$ cat src/rtl/uart_receiver.sv
// uart_receiver: 8N1 UART receiver with a single-entry output register.
// Build option: define UART_RX_MAJORITY_EN for 2-of-3 majority sampling.
//
// Parameters:
//   CLOCK_FREQ      clk frequency in Hz
//   BAUD_RATE       serial bit rate
// Ports:
//   clk             rising-edge clock
//   reset           asynchronous active-high reset
//   serial_in       asynchronous UART line (idle high, LSB first)
//   data_out        received byte
//   data_out_valid  data_out holds an unconsumed byte
//   data_out_ready  consumer accepts data_out when valid & ready
//   framing_error   one-cycle pulse when the stop bit samples low
//   overrun         one-cycle pulse when a completed byte is dropped
module uart_receiver #(
    parameter int CLOCK_FREQ = 100_000_000,
    parameter int BAUD_RATE  = 115_200
) (
    input  logic       clk,
    input  logic       reset,
    input  logic       serial_in,
    output logic [7:0] data_out,
    output logic       data_out_valid,
    input  logic       data_out_ready,
    output logic       framing_error,
    output logic       overrun
);

    localparam int SYMBOL_EDGE_TIME = CLOCK_FREQ / BAUD_RATE;
    localparam int HALF             = SYMBOL_EDGE_TIME / 2;

`ifdef UART_RX_MAJORITY_EN
    // Decisions move one cycle later so the sample after mid-bit exists;
    // the counter must therefore reach SYMBOL_EDGE_TIME itself.
    localparam int CW  = $clog2(SYMBOL_EDGE_TIME + 1);
    localparam int LAG = 1;
`else
    localparam int CW  = $clog2(SYMBOL_EDGE_TIME);
    localparam int LAG = 0;
`endif

    localparam logic [CW-1:0] HALF_C = CW'(HALF + LAG);
    localparam logic [CW-1:0] BIT_C  = CW'(SYMBOL_EDGE_TIME - 1 + LAG);
    // Restart value after a decision keeps the bit period exact when the
    // decision itself is delayed by LAG cycles.
    localparam logic [CW-1:0] RELOAD = CW'(LAG);

    typedef enum logic [1:0] {IDLE, START, DATA, STOP} state_t;

    logic [1:0]    sync;
    logic          rx;
    logic          line;
    state_t        state, state_n;
    logic [CW-1:0] cnt, cnt_n;
    logic [2:0]    idx, idx_n;
    logic [7:0]    shreg, shreg_n;
    logic          done;
    logic          fe_n;
    logic          ov_n;
    logic          valid_n;
    logic [7:0]    dout_n;

    always_ff @(posedge clk or posedge reset) begin
        if (reset) sync <= 2'b11;
        else       sync <= {sync[0], serial_in};
    end

    assign rx = sync[1];

`ifdef UART_RX_MAJORITY_EN
    logic [1:0] hist;

    always_ff @(posedge clk or posedge reset) begin
        if (reset) hist <= 2'b11;
        else       hist <= {hist[0], rx};
    end

    // hist[1], hist[0], rx = samples at mid-bit-1, mid-bit, mid-bit+1
    assign line = (hist[1] & hist[0]) | (hist[1] & rx) | (hist[0] & rx);
`else
    assign line = rx;
`endif

    always_comb begin
        state_n = state;
        cnt_n   = cnt;
        idx_n   = idx;
        shreg_n = shreg;
        done    = 1'b0;
        fe_n    = 1'b0;
        unique case (state)
            IDLE: begin
                cnt_n = '0;
                idx_n = '0;
                if (!rx) state_n = START;
            end
            START: begin
                if (cnt == HALF_C) begin
                    if (!line) begin
                        state_n = DATA;
                        cnt_n   = RELOAD;
                    end else begin
                        state_n = IDLE;
                        cnt_n   = '0;
                    end
                end else begin
                    cnt_n = cnt + 1'b1;
                end
            end
            DATA: begin
                if (cnt == BIT_C) begin
                    shreg_n[idx] = line;
                    cnt_n        = RELOAD;
                    idx_n        = idx + 3'd1;
                    if (idx == 3'd7) state_n = STOP;
                end else begin
                    cnt_n = cnt + 1'b1;
                end
            end
            STOP: begin
                if (cnt == BIT_C) begin
                    state_n = IDLE;
                    cnt_n   = '0;
                    if (line) done = 1'b1;
                    else      fe_n = 1'b1;
                end else begin
                    cnt_n = cnt + 1'b1;
                end
            end
            default: begin
                state_n = IDLE;
                cnt_n   = '0;
            end
        endcase
    end

    // Output register: a completed byte replaces the held one only when
    // the slot is empty or is being consumed on this very cycle.
    always_comb begin
        valid_n = data_out_valid;
        dout_n  = data_out;
        ov_n    = 1'b0;
        if (data_out_valid && data_out_ready) valid_n = 1'b0;
        if (done) begin
            if (!data_out_valid || data_out_ready) begin
                dout_n  = shreg;
                valid_n = 1'b1;
            end else begin
                ov_n = 1'b1;
            end
        end
    end

    always_ff @(posedge clk or posedge reset) begin
        if (reset) begin
            state          <= IDLE;
            cnt            <= '0;
            idx            <= '0;
            shreg          <= '0;
            data_out       <= 8'h00;
            data_out_valid <= 1'b0;
            framing_error  <= 1'b0;
            overrun        <= 1'b0;
        end else begin
            state          <= state_n;
            cnt            <= cnt_n;
            idx            <= idx_n;
            shreg          <= shreg_n;
            data_out       <= dout_n;
            data_out_valid <= valid_n;
            framing_error  <= fe_n;
            overrun        <= ov_n;
        end
    end

endmodule

$ cat config.mk
export PLATFORM = sky130hd
export DESIGN_NAME = uart_receiver
export DESIGN_NICKNAME = d
export VERILOG_FILES = /design/src/rtl/uart_receiver.sv
export SDC_FILE = /design/constraint.sdc
export NUM_CORES = 1
export LEC_CHECK = 0
export BUFFER_PORTS_ARGS = -buffer_cell sky130_fd_sc_hd__buf_2
export CAP_MARGIN = 25
export CELL_PAD_IN_SITES_DETAIL_PLACEMENT = 1
export CELL_PAD_IN_SITES_GLOBAL_PLACEMENT = 2
export CORE_MARGIN = 2
export CORE_UTILIZATION = 35
export DETAILED_ROUTE_END_ITERATION = 6
export GPL_TIMING_DRIVEN = 0
export PLACE_DENSITY = 0.72
export SLEW_MARGIN = 20
export SYNTH_ARGS = -nofsm -noshare
export SYNTH_HDL_FRONTEND = slang
export SYNTH_SLANG_ARGS = --single-unit
export TNS_END_PERCENT = 30
$ cat constraint.sdc
create_clock -name clk -period 2.05 [get_ports clk]
set_input_delay 0.1025 -clock clk [delete_from_list [all_inputs] [get_ports clk]]
set_output_delay 0.1025 -clock clk [all_outputs]
set_load 0.02 [all_outputs]
==> impl_metrics.yaml <==
place:
  io_buffers: 14
  placed_cell_area_mm2: 0.00179
  hpwl_um: 2190
  place_ws_ps: -342
  dp.cells: 206
  gp_congestion: 0.791
detailed_routing:
  ant_nets: 0
  via_per_inst: 5.10
  wl_per_cell_um: 15.0
  vias: 1148
  drc: 0
  wirelength_um: 3390
  drtIter0Drc: 55
  first_pass_iters: 4
power:
  power_leakage_uw: 0.000982
  powerDensity_mw_per_mm2: 655
  ir_drop_uv: 356
yosys:
  synth_area_mm2: 0.00165
  ys_warn_count: 0
  netlist.area_leader.share: 0.515
  synthFlopType: "dfrtp_1"
  synth_commonest_cells: "dfrtp_1 (34), nor2_1 (15), mux2_2 (9), nand2_1 (9)"
  post-synth-top-count-cell: "dfrtp_1"
  yosys-top-cells-area: "dfrtp_1 (51%), mux2_4 (7.3%), mux2_2 (6.1%)"
  syn_area_per_cell_um2: 12.0
  yosysTopAreaCell: "dfrtp_1"
  synth_cells: 138
  ys_ff_latch: 36
  ys_types: 34
  synthArstFlopShare: 1.00
  synth-edff-count: 0
  mappedNetlistNets: 146
  seq_area_frac_synth: 0.547
timing:
  setup_slack_ps: -52.9
  worst_pin_slew_ps: 744
  skew_ps: 8.49
  setup-tns-final_ps: -404
  fmax_mhz: 476
  maxSlewViolCount: 0
  relSlewSlack: 0.503
  fin_crit_ps: 2100
  setup_viol: 8
  report.final.hold_viol_count: 0
  rsz0062_at_grt: "true"
  min_period_over_period: 1.03
critical_path:
  crit_path_end_kind: "flop"
  worst_path_largest_cell_delay_ps: 510
  crit_start: "cnt[3]"
  path_buf_inv: 0
  worstPathArrival_ps: 2280
  rrSetupSlack_ps: -50
  worstSetupEndpoint: "data_out[1]"
  startpoint_type: "flop"
  crit_slowest_cell: "or3b_4"
  cp_common_cell: "or3b_4"
  r2r-end: "data_out[1]"
  crit_cells: 4
  crit_type: "flop to flop"
  path_cells: "or3b_4, or3_4, or3b_4, mux2_4"
  regToRegStartpoint: "cnt[3]"
  cpLargestDelayFamily: "simple AND/OR/NAND/NOR gates"
  critPathMaxFanout: 8
  r2r_cells: 4
  cp.required_ps: 2230
global_routing:
  grt_pass1_wl_um: 6140
  antenna_found_initial: 0
  grt-ovfl-total: 0
  first_global_vias: 1273
  grt.total_usage: 0.151
  grt_max_degree: 37
floorplanning:
  die_y_um: 72.7
  start_util: 0.357
  die_w_um: 72.7
  die-area_mm2: 0.00529
  pin_count: 15
  coreArea_mm2: 0.00463
  rows: 25
clocking:
  clk_pin_slew_ps: 70
  cts_inserted_buffers: 5
  cts-root-buf: "clkbuf_8"
  cts_sinks: 36
  clk-insertion-delay-late_ps: 290
  h-tree-depth: 2
  clock_path_buffers: 2
  cts_tree: "done"
layout:
  fin_util: 0.448
  nets: 178
  finalInstanceArea_mm2: 0.00207
  num_antenna_cells: 0
  drive_above_1_share: 0.374
  area_growth_pct: 25.5
  fin_cells: 225
flow_run:
  drv_cap: 0
min_path:
  hold_path_class: "input pin to flop"
run_status:
  outcome: "complete, but fails checks"
  violations: "negative setup slack"
## cells in the final DEF, fill, tap and decap left out, types with 4 or more instances in the layout
cell type  instances
nand3_1            4
nor2_1            15
mux2_4             8
buf_4             12
buf_2             14
dfrtp_1           33
nand2_1            9
nor3_1             8
clkbuf_8           5
xnor2_1            6
mux2_2             9
## layout make-up
| class | instances | area (µm²) |
|---|---|---|
| fillers | 497 | 2550 |
| flip-flops and latches | 36 | 905 |
| multi-input cells | 92 | 785 |
| repair buffers | 27 | 173 |
| clock buffers | 5 | 68.8 |
| well taps | 54 | 67.6 |
| clock inverters | 3 | 42.5 |
| plain buffers | 5 | 22.5 |
| inverters | 3 | 11.3 |
## worst reg2reg max path: stages, from the launching register on
cell and delay [ps]:
dfrtp_1 380, or3b_4 430, or3_4 350, or3b_4 510
mux2_4 330
## repair_timing
| action | 4_1_cts | 5_1_grt |
|---|---|---|
| setup endpoints to repair | 26 | 16 |
| buffers inserted | 9 | 2 |
| endpoints found under the hold margin | 35 | 0 |
| gates resized for setup | 9 | 6 |
| pin swaps | 2 | 3 |
| hold buffers | 2 | 0 |
## flip-flops by register name (all words and copies together) (netlist names), named ones only
| signal | count |
|---|---|
| cnt | 10 |
| data_out | 8 |
| shreg | 8 |
| idx | 3 |
| sync | 2 |
| data_out_valid | 1 |
| framing_error | 1 |
| overrun | 1 |
| state | 1 |
## kinds of logic after synthesis
group,share of synthesized area
adder cells (fa/ha/maj),0.0303
XOR/XNOR,0.0424
AND/OR/NAND/NOR,0.176
AO/OA/AOI/OAI,0.0371
flip-flops,0.547
multiplexers,0.140
buffers and inverters,0.0280
## where the power goes
group	total [µW]	switching, µW	internal [µW]	leakage [µW]
Sequential	714	0.680	713	0.000480
Combinational	23.3	17.7	5.61	0.000448
Clock	621	261	360	0.0000541
## routing by layer
metal / part of all wire / track usage
met1: 0.43 / 0.178
met5: 0 / 0
met3: 0.019 / 0.0373
met4: 0.014 / 0.0556
met2: 0.54 / 0.265
## stage by stage
step	power [µW]	hold slack, ps
6_report	1360	108
3_5_place_dp	750	211
2_1_floorplan	741	107
4_1_cts	1380	104
5_1_grt	1420	107
3_3_place_gp	749	208
## worst min-delay path by stage
stage / to / startpoint / cells past startpoint / slack, ps
floorplan: sync[0] / serial_in / 0 / 110
global placement: sync[0] / serial_in / 1 / 210
detailed placement: sync[0] / serial_in / 1 / 210
CTS: overrun / data_out_ready / 3 / 100
global route: overrun / data_out_ready / 3 / 110
finish: overrun / data_out_ready / 3 / 110
No activity file was read; power rests on OpenSTA's default activity.
